$ cat src/rtl/rom_arbiter_rr_pkg.sv
// Shared constants and helpers for the ROM/RAM read arbiters.
package rom_arbiter_rr_pkg;

  localparam int unsigned ARB_FIXED = 0;
  localparam int unsigned ARB_RR    = 1;

  // Ceiling log2 with a floor of one bit so a 1-bit index always exists.
  function automatic int unsigned clog2(input int unsigned value);
    int unsigned res;
    res = 0;
    for (int unsigned i = 0; i < 32; i++) begin
      if ((32'd1 << i) < value) res = i + 1;
    end
    return (res == 0) ? 1 : res;
  endfunction

endpackage

$ cat src/rtl/rom_arbiter_rr_prio_pick.sv
// Rotating priority picker: first set request at or above start, wrapping at PORT_NUM.
module rr_prio_pick
  import rom_arbiter_rr_pkg::*;
#(
  parameter int unsigned PORT_NUM = 4,
  parameter int unsigned IDX_W    = clog2(PORT_NUM)
) (
  input  logic [PORT_NUM-1:0] req,
  input  logic [IDX_W-1:0]    start,
  output logic [PORT_NUM-1:0] grant_c,
  output logic [IDX_W-1:0]    idx_c
);

  logic [IDX_W:0]   sum;
  logic [IDX_W-1:0] pos;
  logic             found;

  // Explicit subtract-on-overflow keeps non-power-of-two port counts correct.
  always_comb begin
    grant_c = '0;
    idx_c   = '0;
    found   = 1'b0;
    sum     = '0;
    pos     = '0;
    for (int unsigned off = 0; off < PORT_NUM; off++) begin
      sum = {1'b0, start} + (IDX_W+1)'(off);
      if (sum >= (IDX_W+1)'(PORT_NUM)) sum = sum - (IDX_W+1)'(PORT_NUM);
      pos = IDX_W'(sum);
      if (!found && req[pos]) begin
        found        = 1'b1;
        grant_c[pos] = 1'b1;
        idx_c        = pos;
      end
    end
  end

endmodule

$ cat src/rtl/rom_arbiter_rr.sv
// Read arbiter for a shared ROM/SRAM port with a fixed-latency valid pipeline.
module rom_arbiter_rr
  import rom_arbiter_rr_pkg::*;
#(
  parameter int unsigned PORT_NUM   = 4,
  parameter int unsigned ADDR_WIDTH = 10,
  parameter int unsigned DATA_WIDTH = 32,
  parameter int unsigned RD_LATENCY = 1,
  parameter int unsigned ARB_MODE   = ARB_RR
) (
  input  logic                           clk,
  input  logic                           rst,
  input  logic [PORT_NUM-1:0]            mem_rd_i,
  input  logic [PORT_NUM*ADDR_WIDTH-1:0] mem_addr_i,
  output logic [PORT_NUM-1:0]            mem_accept_o,
  output logic [PORT_NUM-1:0]            mem_valid_o,
  output logic [DATA_WIDTH-1:0]          mem_d4rd_o,
  output logic                           mem_rd_o,
  output logic [ADDR_WIDTH-1:0]          mem_addr_o,
  input  logic                           mem_accept_i,
  input  logic [DATA_WIDTH-1:0]          mem_d4rd_i
);

  localparam int unsigned IDX_W = clog2(PORT_NUM);

  logic [IDX_W-1:0]    ptr;
  logic [IDX_W-1:0]    ptr_nxt;
  logic [IDX_W-1:0]    start;
  logic [PORT_NUM-1:0] grant;
  logic [IDX_W-1:0]    idx;
  logic                xfer;

  assign start = (ARB_MODE == ARB_RR) ? ptr : '0;

  rr_prio_pick #(
    .PORT_NUM (PORT_NUM),
    .IDX_W    (IDX_W)
  ) u_pick (
    .req     (mem_rd_i),
    .start   (start),
    .grant_c (grant),
    .idx_c   (idx)
  );

  assign mem_rd_o     = |mem_rd_i;
  assign xfer         = mem_rd_o & mem_accept_i;
  assign mem_accept_o = grant & {PORT_NUM{mem_accept_i}};
  assign mem_d4rd_o   = mem_d4rd_i;

  // One-hot grant makes an OR-mux sufficient; no grant yields zero.
  always_comb begin
    mem_addr_o = '0;
    for (int unsigned k = 0; k < PORT_NUM; k++) begin
      if (grant[k]) mem_addr_o = mem_addr_o | mem_addr_i[k*ADDR_WIDTH +: ADDR_WIDTH];
    end
  end

  always_comb begin
    ptr_nxt = ptr;
    if ((ARB_MODE == ARB_RR) && xfer) begin
      ptr_nxt = (idx == IDX_W'(PORT_NUM - 1)) ? '0 : idx + IDX_W'(1);
    end
  end

  always_ff @(posedge clk or posedge rst) begin
    if (rst) ptr <= '0;
    else     ptr <= ptr_nxt;
  end

  // Valid strobe shift register; stage 0 captures the accept of every cycle.
  for (genvar i = 0; i < int'(RD_LATENCY); i++) begin : g_vld
    logic [PORT_NUM-1:0] q;
    if (i == 0) begin : g_first
      always_ff @(posedge clk or posedge rst) begin
        if (rst) q <= '0;
        else     q <= mem_accept_o;
      end
    end else begin : g_next
      always_ff @(posedge clk or posedge rst) begin
        if (rst) q <= '0;
        else     q <= g_vld[i-1].q;
      end
    end
  end

  assign mem_valid_o = g_vld[RD_LATENCY-1].q;

endmodule

$ cat config.mk
export PLATFORM = sky130hd
export DESIGN_NAME = rom_arbiter_rr
export DESIGN_NICKNAME = d
export VERILOG_FILES = /design/src/rtl/rom_arbiter_rr_pkg.sv /design/src/rtl/rom_arbiter_rr_prio_pick.sv /design/src/rtl/rom_arbiter_rr.sv
export SDC_FILE = /design/constraint.sdc
export NUM_CORES = 1
export LEC_CHECK = 0
export CAP_MARGIN = 10
export CORE_MARGIN = 5
export CORE_UTILIZATION = 39
export DETAILED_ROUTE_END_ITERATION = 8
export DONT_BUFFER_PORTS = 1
export PLACE_DENSITY = 0.51
export RECOVER_POWER = 25
export SLEW_MARGIN = 20
export SYNTH_ARGS = -nofsm -noshare
export SYNTH_HDL_FRONTEND = slang
export SYNTH_SLANG_ARGS = --single-unit
$ cat constraint.sdc
create_clock -name clk -period 3.5 [get_ports clk]
set_input_delay 0.35 -clock clk [delete_from_list [all_inputs] [get_ports clk]]
set_output_delay 0.35 -clock clk [all_outputs]
set_load 0.02 [all_outputs]
==> flow_summary.yaml <==
outcome:
  status: "finished clean"
floorplan:
  dieArea_mm2: 0.00576
  fp-row-count: 24
  core-area_mm2: 0.00429
  start_util_pct: 39.4
  die_w_um: 75.9
  chipHeight_um: 75.9
  pin_count: 130
place:
  io_buffers: 0
  dp_worst_setup_slack_ns: 0.507
  place.gp.congestion: 0.891
  hpwl_mm: 4.11
  place_area_mm2: 0.00146
yosys:
  synth-compound-area-share_pct: 34.9
  synth_simple_gate_area_share_pct: 19.6
  ys_types: 41
  yosysWarnings: 0
  synth-edff-count: 0
  synth_async_sr_flop_share_pct: 100
  synth-xor-area-share_pct: 1.03
  yosys_most_used_dff: "dfrtp_1"
  netlist_instances: 220
  syn_area_per_cell_um2: 7.69
  seq_area_frac_synth_pct: 8.87
  syn_nets: 307
  ys_ff_latch: 6
  yosys.area_share.adder_pct: 5.91
  synth_mux_area_share_pct: 7.17
  synthesis.area_mm2: 0.00169
  synth_top_family_by_area: "compound AO/OA/AOI/OAI gates"
global_route:
  antenna_found_initial: 0
  grt_pass1_wl_mm: 7.83
  grt_pass1_vias: 1627
  grt_max_degree: 22
  grt-ovfl-total: 0
  grtUsageTotal_pct: 17.1
cells_and_area:
  syn2layout_area_growth_pct: -11.0
  fin_area_mm2: 0.00151
  multi_input_area_mm2: 0.00116
  mostFrequentLayoutCells: "a32oi_1, nand2_1, a21oi_1"
  diodes: 0
  layout-drive-gt1-share_pct: 11.8
  ff_latch_area_um2: 150
  nNetsFinal: 267
  final_common_cell: "a32oi_1"
  final.fill_count: 447
worst_hold_path:
  worstHoldStart: "mem_accept_i"
  hold_path_depth: 2
  hold_path_class: "primary input to flop"
  hold_path_end: "ptr[1]"
clocking:
  cts_tree: "built"
  cts_setup_buffers: 0
  cts.clk_slew.worst_paths_ns: 0.03
  numCtsBuffers: 3
  cts-root-buf: "clkbuf_8"
  htree_num_levels: 1
  ctsResizeCount: 0
  clkLatencyLatePin_ns: 0.22
  cts_hold_buf: 1
  ctsLongestPathBuffers: 2
  cts.sinks: 6
sta:
  setup_tns_ns: 0
  fmax_mhz: 307
  skew_ns: 0.00137
  fin_crit_sh_pct: 93.2
  finalMaxSlewViolations: 0
  slew_headroom_pct: 61.8
  finalSetupViolCount: 0
  period_minus_slack_ns: 3.26
  hold_violations: 0
  rsz0062_at_grt: "no"
  worst_hold_slack_ns: 0.354
  setup_ws_ns: 0.239
  worst_pin_slew_ns: 0.574
worst_setup_path:
  ff2ff_path_depth: 7
  rrSetupSlack_ns: 0.70
  reg2reg_to: "mem_valid_o[2]"
  setup.worst_path.end_class: "primary output"
  cp.required_ns: 3.15
  startpoint_type: "flop"
  crit_fanout: 11
  cp.arrival_ns: 2.91
  critPathKind: "flop to primary output"
pwr:
  p_leak_nw: 0.519
  power_density_mw_per_mm2: 1170
  max-vdd-ir-drop_uv: 533
  p_total_mw: 1.76
route:
  viasPerCell: 7.38
  routed_wl_mm: 5.55
  vias: 1698
  drtIter0Drc: 225
  wire_per_inst_um: 24.1
  drcViolationCount: 0
  ant_nets: 0
  first_pass_iters: 6
flow_run:
  drv_cap: 0
[metal layers]
metal  vias to the layer above  GRT usage (%)  share of wire (%)
li1                        745              -                  -
met1                       790           22.3                 36
met2                       131           25.1                 46
met3                        32           5.94                 16
met4                         0           7.96                2.6
met5                         -              0                  0
[cell usage after synthesis (4+ instances only)]
cell type / count / share of area (%)
buf_4: 33 / 15
a32oi_1: 21 / 11
nand2_1: 19 / 4.2
a21oi_1: 14 / 4.1
nor2_1: 13 / 2.9
nand4_1: 10 / 3.7
a222oi_1: 9 / 5.3
a32o_1: 9 / 5.3
buf_2: 8 / 2.4
clkbuf_1: 8 / 1.8
ha_1: 8 / 5.9
nor2b_1: 8 / 3.0
inv_1: 7 / 1.6
dfrtp_1: 6 / 8.9
a22oi_1: 4 / 1.8
[power by group]
| group | internal, mW | total, mW | switching [mW] | leakage [nW] |
|---|---|---|---|---|
| Sequential | 0.102 | 0.141 | 0.0385 | 0.0765 |
| Clock | 0.0735 | 0.0991 | 0.0256 | 0.0216 |
| Combinational | 0.505 | 1.52 | 1.02 | 0.420 |
[worst max path at each step]
stage / start / to / slack, ns
after global routing: flop / mem_addr_o[9] / 0.02
after CTS: flop / mem_addr_o[9] / 0.28
after global placement: flop / mem_addr_o[9] / 0.58
after detailed placement: flop / mem_addr_o[9] / 0.51
final: flop / mem_addr_o[9] / 0.24
after floorplan: flop / mem_accept_o[1] / 0.36
[logic make-up after synthesis]
group,Yosys count
AO/OA/AOI/OAI,72
XOR/XNOR,2
adder cells (fa/ha/maj),8
buffers and inverters,60
flip-flops,6
multiplexers,8
AND/OR/NAND/NOR,64
[worst max-delay path: stages (launching register included)]
cell and delay, ns:
dfrtp_1 0.33, inv_1 0.12, ha_1 0.47, nor4b_1 0.11
a22oi_2 0.48, nand2_1 0.41, buf_4 0.28, a32oi_1 0.18
nand4_1 0.30
[cell type report]
class	count	area share, %
Clock buffer	3	2.74
Inverter	7	1.74
Multi-Input combinational cell	154	77.1
Sequential cell	6	9.97
Tap cell	52	4.32
Timing Repair Buffer	8	4.15
[stage by stage]
step           utilization (%)  cells
6_report                  35.1    230
3_3_place_gp              33.9    226
2_1_floorplan                -    220
3_5_place_dp              33.9    226
4_1_cts                   35.1    230
5_1_grt                   35.1    230
Power figures use the tool's default switching activity.
